## src/rtl/dm_load_unit.sv

```systemverilog
// dm_load_unit: single-outstanding load unit between the MEM stage and the
// data-memory/bridge read port. Issues a word-aligned read, waits for the
// return (bounded by TIMEOUT), then extracts and extends the addressed
// byte/halfword. Misaligned loads and bus timeouts are reported on rsp_exc.
module dm_load_unit #(
  parameter int TIMEOUT = 16
) (
  input  logic        clk,
  input  logic        reset,
  input  logic        req_valid,
  output logic        req_ready,
  input  logic [31:0] req_addr,
  input  logic [2:0]  req_mod,
  input  logic [4:0]  req_tag,
  output logic        mem_rd_en,
  output logic [31:0] mem_addr,
  input  logic [31:0] mem_rdata,
  input  logic        mem_rvalid,
  output logic        rsp_valid,
  input  logic        rsp_ready,
  output logic [31:0] rsp_data,
  output logic [4:0]  rsp_tag,
  output logic [1:0]  rsp_exc
);

  localparam logic [2:0] MOD_LW  = 3'd1;
  localparam logic [2:0] MOD_LH  = 3'd2;
  localparam logic [2:0] MOD_LHU = 3'd3;
  localparam logic [2:0] MOD_LB  = 3'd4;
  localparam logic [2:0] MOD_LBU = 3'd5;

  localparam logic [1:0] EXC_OK      = 2'd0;
  localparam logic [1:0] EXC_MISALGN = 2'd1;
  localparam logic [1:0] EXC_TIMEOUT = 2'd2;

  localparam logic [7:0] TMO = 8'(TIMEOUT);

  typedef enum logic [1:0] {IDLE, WAIT, RESP} state_t;

  state_t      state, state_d;
  logic [7:0]  cnt, cnt_d;
  logic [2:0]  mod_q, mod_d;
  logic [1:0]  off_q, off_d;
  logic        rd_en_d;
  logic [31:0] addr_d;
  logic        rsp_valid_d;
  logic [31:0] data_d;
  logic [4:0]  tag_d;
  logic [1:0]  exc_d;

  // Select the addressed byte/halfword from the returned word and extend it.
  function automatic logic [31:0] extract(input logic [2:0] m,
                                          input logic [1:0] k,
                                          input logic [31:0] w);
    logic [15:0] half;
    logic [7:0]  byte_v;
    half = k[1] ? w[31:16] : w[15:0];
    case (k)
      2'd0:    byte_v = w[7:0];
      2'd1:    byte_v = w[15:8];
      2'd2:    byte_v = w[23:16];
      default: byte_v = w[31:24];
    endcase
    case (m)
      MOD_LW:  extract = w;
      MOD_LH:  extract = {{16{half[15]}}, half};
      MOD_LHU: extract = {16'h0000, half};
      MOD_LB:  extract = {{24{byte_v[7]}}, byte_v};
      MOD_LBU: extract = {24'h000000, byte_v};
      default: extract = 32'h0000_0000;
    endcase
  endfunction

  // Only IDLE accepts; decoded from the state register alone.
  assign req_ready = (state == IDLE);

  // Next-state and next-output decode for the IDLE/WAIT/RESP controller.
  always_comb begin
    // NOTE: every signal gets a hold/default value first so no path leaves it
    // unassigned, which would otherwise infer a latch.
    state_d     = state;
    cnt_d       = cnt;
    mod_d       = mod_q;
    off_d       = off_q;
    rd_en_d     = 1'b0;
    addr_d      = mem_addr;
    rsp_valid_d = rsp_valid;
    data_d      = rsp_data;
    tag_d       = rsp_tag;
    exc_d       = rsp_exc;

    unique case (state)
      IDLE: begin
        if (req_valid) begin
          mod_d  = req_mod;
          off_d  = req_addr[1:0];
          tag_d  = req_tag;
          addr_d = {req_addr[31:2], 2'b00};
          cnt_d  = 8'd0;
          case (req_mod)
            MOD_LW, MOD_LH, MOD_LHU, MOD_LB, MOD_LBU: begin
              if ((req_mod == MOD_LW && req_addr[1:0] != 2'b00) ||
                  ((req_mod == MOD_LH || req_mod == MOD_LHU) && req_addr[0])) begin
                state_d     = RESP;
                rsp_valid_d = 1'b1;
                data_d      = 32'h0000_0000;
                exc_d       = EXC_MISALGN;
              end else begin
                state_d = WAIT;
                rd_en_d = 1'b1;
              end
            end
            default: begin
              state_d     = RESP;
              rsp_valid_d = 1'b1;
              data_d      = 32'h0000_0000;
              exc_d       = EXC_OK;
            end
          endcase
        end
      end
      WAIT: begin
        cnt_d = cnt + 8'd1;
        // Data return wins over a timeout reached in the same cycle.
        if (mem_rvalid) begin
          state_d     = RESP;
          rsp_valid_d = 1'b1;
          data_d      = extract(mod_q, off_q, mem_rdata);
          exc_d       = EXC_OK;
        end else if (cnt + 8'd1 == TMO) begin
          state_d     = RESP;
          rsp_valid_d = 1'b1;
          data_d      = 32'h0000_0000;
          exc_d       = EXC_TIMEOUT;
        end
      end
      RESP: begin
        if (rsp_ready) begin
          state_d     = IDLE;
          rsp_valid_d = 1'b0;
        end
      end
      default: state_d = IDLE;
    endcase
  end

  // State and registered-output update with synchronous active-low reset.
  always_ff @(posedge clk) begin
    // NOTE: non-blocking assignments so every register samples pre-edge values.
    if (!reset) begin
      // NOTE: every register here is small control/output state, so all of it
      // is reset; an abandoned in-flight read simply drops with the state.
      state     <= IDLE;
      cnt       <= 8'd0;
      mod_q     <= 3'd0;
      off_q     <= 2'd0;
      mem_rd_en <= 1'b0;
      mem_addr  <= 32'h0000_0000;
      rsp_valid <= 1'b0;
      rsp_data  <= 32'h0000_0000;
      rsp_tag   <= 5'd0;
      rsp_exc   <= EXC_OK;
    end else begin
      state     <= state_d;
      cnt       <= cnt_d;
      mod_q     <= mod_d;
      off_q     <= off_d;
      mem_rd_en <= rd_en_d;
      mem_addr  <= addr_d;
      rsp_valid <= rsp_valid_d;
      rsp_data  <= data_d;
      rsp_tag   <= tag_d;
      rsp_exc   <= exc_d;
    end
  end

endmodule
```

## config.mk

```make
export PLATFORM = sky130hd
export DESIGN_NAME = dm_load_unit
export DESIGN_NICKNAME = d
export VERILOG_FILES = /design/src/rtl/dm_load_unit.sv
export SDC_FILE = /design/constraint.sdc
export NUM_CORES = 1
export LEC_CHECK = 0
export BUFFER_PORTS_ARGS = -buffer_cell sky130_fd_sc_hd__clkbuf_2
export CAP_MARGIN = 20
export CORE_UTILIZATION = 40
export CTS_BUF_LIST = sky130_fd_sc_hd__clkbuf_8
export CTS_CLUSTER_DIAMETER = 30
export DETAILED_ROUTE_END_ITERATION = 8
export PLACE_DENSITY = 0.67
export SLEW_MARGIN = 30
export SYNTH_ARGS = -nofsm -noshare
export SYNTH_HDL_FRONTEND = slang
export SYNTH_SLANG_ARGS = --single-unit
```

## constraint.sdc

```tcl
create_clock -name clk -period 3.1 [get_ports clk]
set_input_delay 0.31 -clock clk [delete_from_list [all_inputs] [get_ports clk]]
set_output_delay 0.31 -clock clk [all_outputs]
set_load 0.02 [all_outputs]
```

==> results of run 1 <==
worst register-to-register path, delay by kind of cell, from the launching register on:
kind | cells | cell delay, ns
DFF | 1 | 0.43
AOI/OAI and AO/OA | 2 | 0.34
and+or+nand+nor | 3 | 1.27
power by group through the flow:
stage          clock (mW)  sequential (mW)  combinational, mW
6_report            0.968             1.19              0.497
5_1_grt              1.03             1.20              0.545
4_1_cts             0.991             1.19              0.498
3_5_place_dp            0             1.21              0.496
3_3_place_gp            0             1.21              0.485
2_1_floorplan           0             1.25              0.287
final timing paths:
kind | startpoint | to | slack [ns] | cells past startpoint
min reg2reg | rsp_tag[4] | rsp_tag[4] | 0.46 | 2
min | req_addr[29] | mem_addr[29] | 0.15 | 3
max reg2reg | state[0] | rsp_data[15] | 1.01 | 5
max | state[0] | rsp_data[15] | 1.01 | 5
metrics by stage:
stage          util, %  power (mW)  std cells
2_1_floorplan        -        1.54        498
3_3_place_gp      48.9        1.69        745
3_5_place_dp      48.9        1.71        745
4_1_cts           51.4        2.68        761
5_1_grt           51.4        2.77        761
6_report          51.4        2.65        761
registers in the layout (all words and copies together) (netlist names):
signal,flops
mem_rd_en,1
state,2
rsp_data,32
off_q,2
mod_q,3
rsp_tag,5
mem_addr,30
rsp_exc,2
rsp_valid,1
cnt,8
per-layer routing:
layer / share of wire, % / vias to the layer above / GRT usage (%)
li1: - / 2008 / -
met1: 45 / 1892 / 29.4
met2: 44 / 185 / 34.9
met3: 9.3 / 20 / 5.61
met4: 2.4 / 0 / 11.0
met5: 0 / - / 0
cell families after synthesis:
family	count (synthesis)
adder cells (fa/ha/maj)	1
other	1
buffers and inverters	47
AND/OR/NAND/NOR	178
multiplexers	20
flip-flops	86
AO/OA/AOI/OAI	164
cells in the mapped netlist (all sizes together) (2+ instances only):
master | number | area share, %
mux2i | 11 | 2.8
nand2 | 124 | 12
nand3 | 4 | 0.50
nor2b | 4 | 0.63
and3b | 2 | 0.44
or3 | 2 | 0.31
o211ai | 2 | 0.38
buf | 19 | 3.3
dfxtp | 86 | 43
o21ai | 12 | 1.5
o22ai | 16 | 2.7
clkbuf | 24 | 2.3
a22o | 2 | 0.44
nand2b | 8 | 1.4
and3 | 5 | 0.78
nor2 | 20 | 1.9
a21oi | 87 | 11
inv | 3 | 0.28
a221oi | 8 | 1.9
nor3 | 2 | 0.25
o32ai | 17 | 3.7
a22oi | 11 | 2.1
mux2 | 9 | 2.7
o31ai | 2 | 0.50
nor3b | 2 | 0.50
layout make-up:
| cell class | instances | area (um2) | area share, % |
|---|---|---|---|
| Multi-Input combinational cell | 365 | 2050 | 40.9 |
| Sequential cell | 86 | 1720 | 34.4 |
| Clock buffer | 9 | 124 | 2.48 |
| Timing Repair Buffer | 157 | 808 | 16.2 |
| Clock inverter | 7 | 121 | 2.43 |
| Inverter | 4 | 15.0 | 0.300 |
| Tap cell | 133 | 166 | 3.33 |
==> reports/metrics.yaml, run 1 <==
floorplanning:
  ios: 151
  fp-row-count: 36
  dieArea_um2: 10400
  initial_utilization_pct: 41.1
  dieWidth_um: 102
  fp.dieH_um: 102
  fp.coreArea_um2: 9730
drt:
  drt_iter0_drc: 167
  drc: 0
  drt-total-wl_um: 11800
  viasPerCell: 5.39
  drtPass1Iterations: 4
  final_antenna_net_count: 0
  wl_per_cell_um: 15.5
  vias: 4105
clocking:
  clock_latency_ns: 0.36
  path_clk_slew_ns: 0.10
  cts_num_sinks: 86
  htree_levels: 3
  cts-buffers-inserted: 9
  cts_tree: "yes"
  post-cts-setup-buffers: 0
  ctsHoldBuffers: 0
  cts_root_buffer: "clkbuf_8"
  cts_resized: 0
  cts_buffer_depth: 2
layout:
  mostFrequentLayoutCells: "148 x clkbuf_2, 124 x nand2_1, 87 x a21oi_1, 86 x dfxtp_1"
  fillers: 978
  fin_area_um2: 5000
  final_common_cell: "clkbuf_2"
  drive_gt1_share_pct: 30.4
  antennaDiodeCount: 0
  area_growth_pct: 25.2
  nNetsFinal: 701
synth:
  synth_top_flop_cell: "dfxtp_1"
  synth_area_um2: 4000
  synth_edf_count: 0
  yosys.area_share.simple_pct: 19.6
  yosysUniqueCellTypes: 49
  synth_seq_cells: 86
  synth_compound_area_share_pct: 25.5
  async_flop_share_pct: 0
  yosysSeqAreaShare_pct: 43.1
  netlist_instances: 497
  yosysWarnings: 0
  synthMuxAreaShare_pct: 5.48
  synth_top_family_by_area: "compound AO/OA/AOI/OAI gates"
  synth_fa_ha_area_share_pct: 0.313
  avgSynthCellArea_um2: 8.04
  synth_xor_area_share_pct: 0
hold_path:
  hp-class: "in2reg"
power_and_ir_drop:
  vdd_drop_max_uv: 315
  power_frac_comb_pct: 18.7
  power.leakage_nw: 2.11
  p_switching_uw: 782
  intPower_mw: 1.87
  pwr-share-seq_pct: 44.8
  p_sw_share_pct: 29.5
  p_clk_share_pct: 36.5
  p_per_area_nw_per_um2: 530
place:
  dpl.hpwl_um: 8450
  portBuffers: 148
  dpl-instance-area_um2: 4760
  pre_cts_ws_ns: 0.999
  gp_congestion: 0.855
setup_path:
  critical_path.max_stage_delay_ns: 0.55
  cp_slowest_cell: "or2_1"
  start_kind: "flop"
  timing.critical_path.buf_inv: 0
  required_ns: 3.40
  critPathTopFamily: "simple AND/OR/NAND/NOR gates"
  worstPathCellList: "and2b_1, nand4_4, or2_1, a21oi_1, o2bb2ai_1"
  arrival_ns: 2.40
  crit_fanout: 17
  worstSetupPathType: "reg2reg"
  cp-end-kind: "flop"
timing:
  fmax_ghz: 0.478
  setup_tns_ns: 0
  tightestPinTransition_ns: 0.607
  final_max_slew_viol_count: 0
  setup-violations-final: 0
  hold_slack_ns: 0.152
  slew_headroom_pct: 59.5
  min_period_ns: 2.09
  fin_crit_sh_pct: 67.6
  hold_viol: 0
  rsz0062_at_grt: "false"
  skew_ns: 0.0117
  setup_slack_ns: 1.01
global_routing:
  grt_usage_pct: 22.5
  antenna_found_initial: 0
  grt_max_degree: 41
  grt_pass1_wl_um: 18100
  grt_overflow: 0
  grt_pass1_vias: 3708
flow_run:
  maxCapViolations: 0
status:
  outcome: "complete, no violations"
No activity file was read; power rests on OpenSTA's default activity.
==> run 2, diff against run 1 <==
--- a/config.mk
+++ b/config.mk
@@ -5,13 +5,14 @@
 export SDC_FILE = /design/constraint.sdc
 export NUM_CORES = 1
 export LEC_CHECK = 0
+export ABC_AREA = 1
 export BUFFER_PORTS_ARGS = -buffer_cell sky130_fd_sc_hd__clkbuf_2
 export CAP_MARGIN = 20
 export CORE_UTILIZATION = 40
 export CTS_BUF_LIST = sky130_fd_sc_hd__clkbuf_8
 export CTS_CLUSTER_DIAMETER = 30
 export DETAILED_ROUTE_END_ITERATION = 8
-export PLACE_DENSITY = 0.67
+export PLACE_DENSITY = 0.7
 export SLEW_MARGIN = 30
 export SYNTH_ARGS = -nofsm -noshare
 export SYNTH_HDL_FRONTEND = slang
==> constraint.sdc (replaced) <==
create_clock -name clk -period 1.9 [get_ports clk]
set_input_delay 0.19 -clock clk [delete_from_list [all_inputs] [get_ports clk]]
set_output_delay 0.19 -clock clk [all_outputs]
set_load 0.02 [all_outputs]
==> run 2 against run 1 <==
Effect of this change: wire length shrank 2.3%; via count is 6.0% higher; worst setup slack got worse by 0.81 ns; die area is 0.30% higher; utilization increased by 1.1 points; fmax grew 23%; sequential share of layout area down 0.66 points; final cell count is 13% higher; combinational power up 110%; critical endpoint is now rsp_data[17].
==> reports/metrics.yaml, run 2 <==
status:
  outcome: "complete, no violations"
layout:
  final_common_cell: "clkbuf_2"
  fillers: 1022
  nNetsFinal: 800
  reg_top3: "rsp_data (32), mem_addr (30), cnt (8)"
  mostFrequentLayoutCells: "148 x clkbuf_2, 135 x nand2_1, 94 x nor2_1, 84 x dfxtp_1, 72 x o21ai_0"
  area_growth_pct: 27.5
  largest_reg_flops: 32
  fin_cells: 860
  antennaDiodeCount: 0
  drive_gt1_share_pct: 27.5
  top_register: "rsp_data"
timing:
  fin_crit_sh_pct: 89.9
  skew_ns: 0.00765
  setup-violations-final: 0
  setup_tns_ns: 0
  rsz0062_at_grt: "false"
  min_period_ns: 1.71
  fmax_ghz: 0.585
  final_max_slew_viol_count: 0
  hold_viol: 0
  tightestPinTransition_ns: 0.605
  slew_headroom_pct: 59.6
place:
  dpl.hpwl_um: 8200
  gp_congestion: 0.856
  portBuffers: 148
  place_inst: 843
drt:
  drt_iter0_drc: 192
  drc: 0
  vias: 4351
  viasPerCell: 5.06
  final_antenna_net_count: 0
  drtPass1Iterations: 4
  wl_per_cell_um: 13.4
  drt-total-wl_um: 11500
clocking:
  ctsHoldBuffers: 0
  cts_buffer_depth: 2
  htree_levels: 3
  cts-buffers-inserted: 9
  clock_latency_ns: 0.35
  cts_num_sinks: 86
  path_clk_slew_ns: 0.09
  post-cts-setup-buffers: 0
  cts_resized: 0
  cts_tree: "yes"
  cts_root_buffer: "clkbuf_8"
power_and_ir_drop:
  intPower_mw: 2.92
  power_mw: 4.35
  p_per_area_nw_per_um2: 851
  pwr-share-seq_pct: 45.8
  power.leakage_nw: 2.34
  power_frac_comb_pct: 24.3
  p_clk_share_pct: 29.9
  p_switching_mw: 1.43
  p_sw_share_pct: 32.8
  vdd_drop_max_uv: 419
setup_path:
  worstPathCellList: "nand3_1, o21ai_1, nand2_1, nor2_1, nand3_2, nand2_4, nand2_8, nand2_1, a21oi_1"
  critical_path.max_stage_delay_ns: 0.42
  required_ns: 2.12
  crit_fanout: 18
  cp-end-kind: "flop"
  start_kind: "flop"
  critPathTopFamily: "simple AND/OR/NAND/NOR gates"
  cp_slowest_cell: "dfxtp_1"
  crit_top_cell: "nand2_1"
  worstSetupPathType: "reg2reg"
  arrival_ns: 1.93
  timing.critical_path.buf_inv: 0
synth:
  yosysSeqAreaShare_pct: 43.0
  avgSynthCellArea_um2: 6.90
  synth_top_cell_area_share_pct: 43.0
  yosysUniqueCellTypes: 34
  async_flop_share_pct: 0
  synth_edf_count: 0
  yosysWarnings: 0
  synth_area_um2: 4010
  synth.most_common_cell: "nand2_1"
  synth_seq_cells: 86
  synth_top_cell_by_area: "dfxtp_1"
  yosys-top-cells-count: "135 x nand2_1, 94 x nor2_1, 86 x dfxtp_1"
  netlist_top_cells_area: "dfxtp_1 43%, nand2_1 13%, o21ai_0 9.0%, nor2_1 8.8%, a21oi_1 6.7%"
  netlist_instances: 581
  synth_top_flop_cell: "dfxtp_1"
floorplanning:
  dieArea_um2: 10400
  fp.dieH_um: 102
  initial_utilization_pct: 41.2
  fp-row-count: 36
  ios: 151
  fp.coreArea_um2: 9730
  dieWidth_um: 102
global_routing:
  grt_overflow: 0
  antenna_found_initial: 0
  grt_usage_pct: 23.1
  grt_pass1_vias: 4164
  grt_max_degree: 44
  grt_pass1_wl_um: 18900
flow_run:
  maxCapViolations: 0
hold_path:
  hp-class: "in2reg"
[run 2: power groups by stage]
stage | clock network (mW) | logic, mW | registers [mW]
5_1_grt | 1.42 | 1.18 | 2.01
3_3_place_gp | 0 | 1.01 | 2.02
3_5_place_dp | 0 | 1.03 | 2.03
6_report | 1.30 | 1.06 | 1.99
2_1_floorplan | 0 | 0.578 | 2.14
4_1_cts | 1.34 | 1.04 | 1.99
[run 2: worst paths after layout]
path / slack, ns / cells past startpoint / end / from
min reg2reg: 0.47 / 2 / rsp_data[29] / rsp_data[29]
max: 0.19 / 9 / rsp_data[17] / cnt[2]
min: 0.05 / 3 / mem_addr[25] / req_addr[25]
max reg2reg: 0.19 / 9 / rsp_data[17] / cnt[2]
[run 2: routing by layer]
metal  wire [um]  track usage, %  up-vias
met2        5170            39.3      184
met5           0               0        -
met1        5080            28.0     1963
met3        1040            5.27       17
li1            -               -     2187
met4         231            9.78        0
[run 2: cells by family after synthesis]
kind of cell / synth area share, %
adder cells (fa/ha/maj): 0.312
AND/OR/NAND/NOR: 28.0
XOR/XNOR: 0.437
buffers and inverters: 7.62
other: 0.0936
flip-flops: 43.0
AO/OA/AOI/OAI: 20.6
[run 2: cell type report]
| type | instances | area (um2) | area share, % |
|---|---|---|---|
| multi-input combinational | 427 | 2010 | 39.4 |
| sequential | 86 | 1720 | 33.7 |
| timing repair buffer | 162 | 871 | 17.0 |
| tap | 133 | 166 | 3.26 |
| clock buffer | 10 | 138 | 2.69 |
| inverter | 36 | 135 | 2.65 |
| clock inverter | 6 | 61.3 | 1.20 |
[run 2: worst register-to-register path: stages (launching register included)]
cell     delay, ns
dfxtp_1       0.42
nand3_1       0.18
o21ai_1       0.17
nand2_1       0.10
nor2_1        0.14
nand3_2       0.10
nand2_4       0.17
nand2_8       0.13
nand2_1       0.11
a21oi_1       0.06
[run 2: stage by stage]
step                hold slack [ns]  setup WS (ns)  util (%)  cell area (um2)
global route                 0.0508        0.00844      52.5             5110
finish                       0.0527          0.192      52.5             5110
detailed placement            0.420         0.0833      50.1             4880
CTS                          0.0368         0.0687      52.2             5080
global placement              0.412          0.182      50.1             4880
floorplan                     0.325          0.275         -             4010
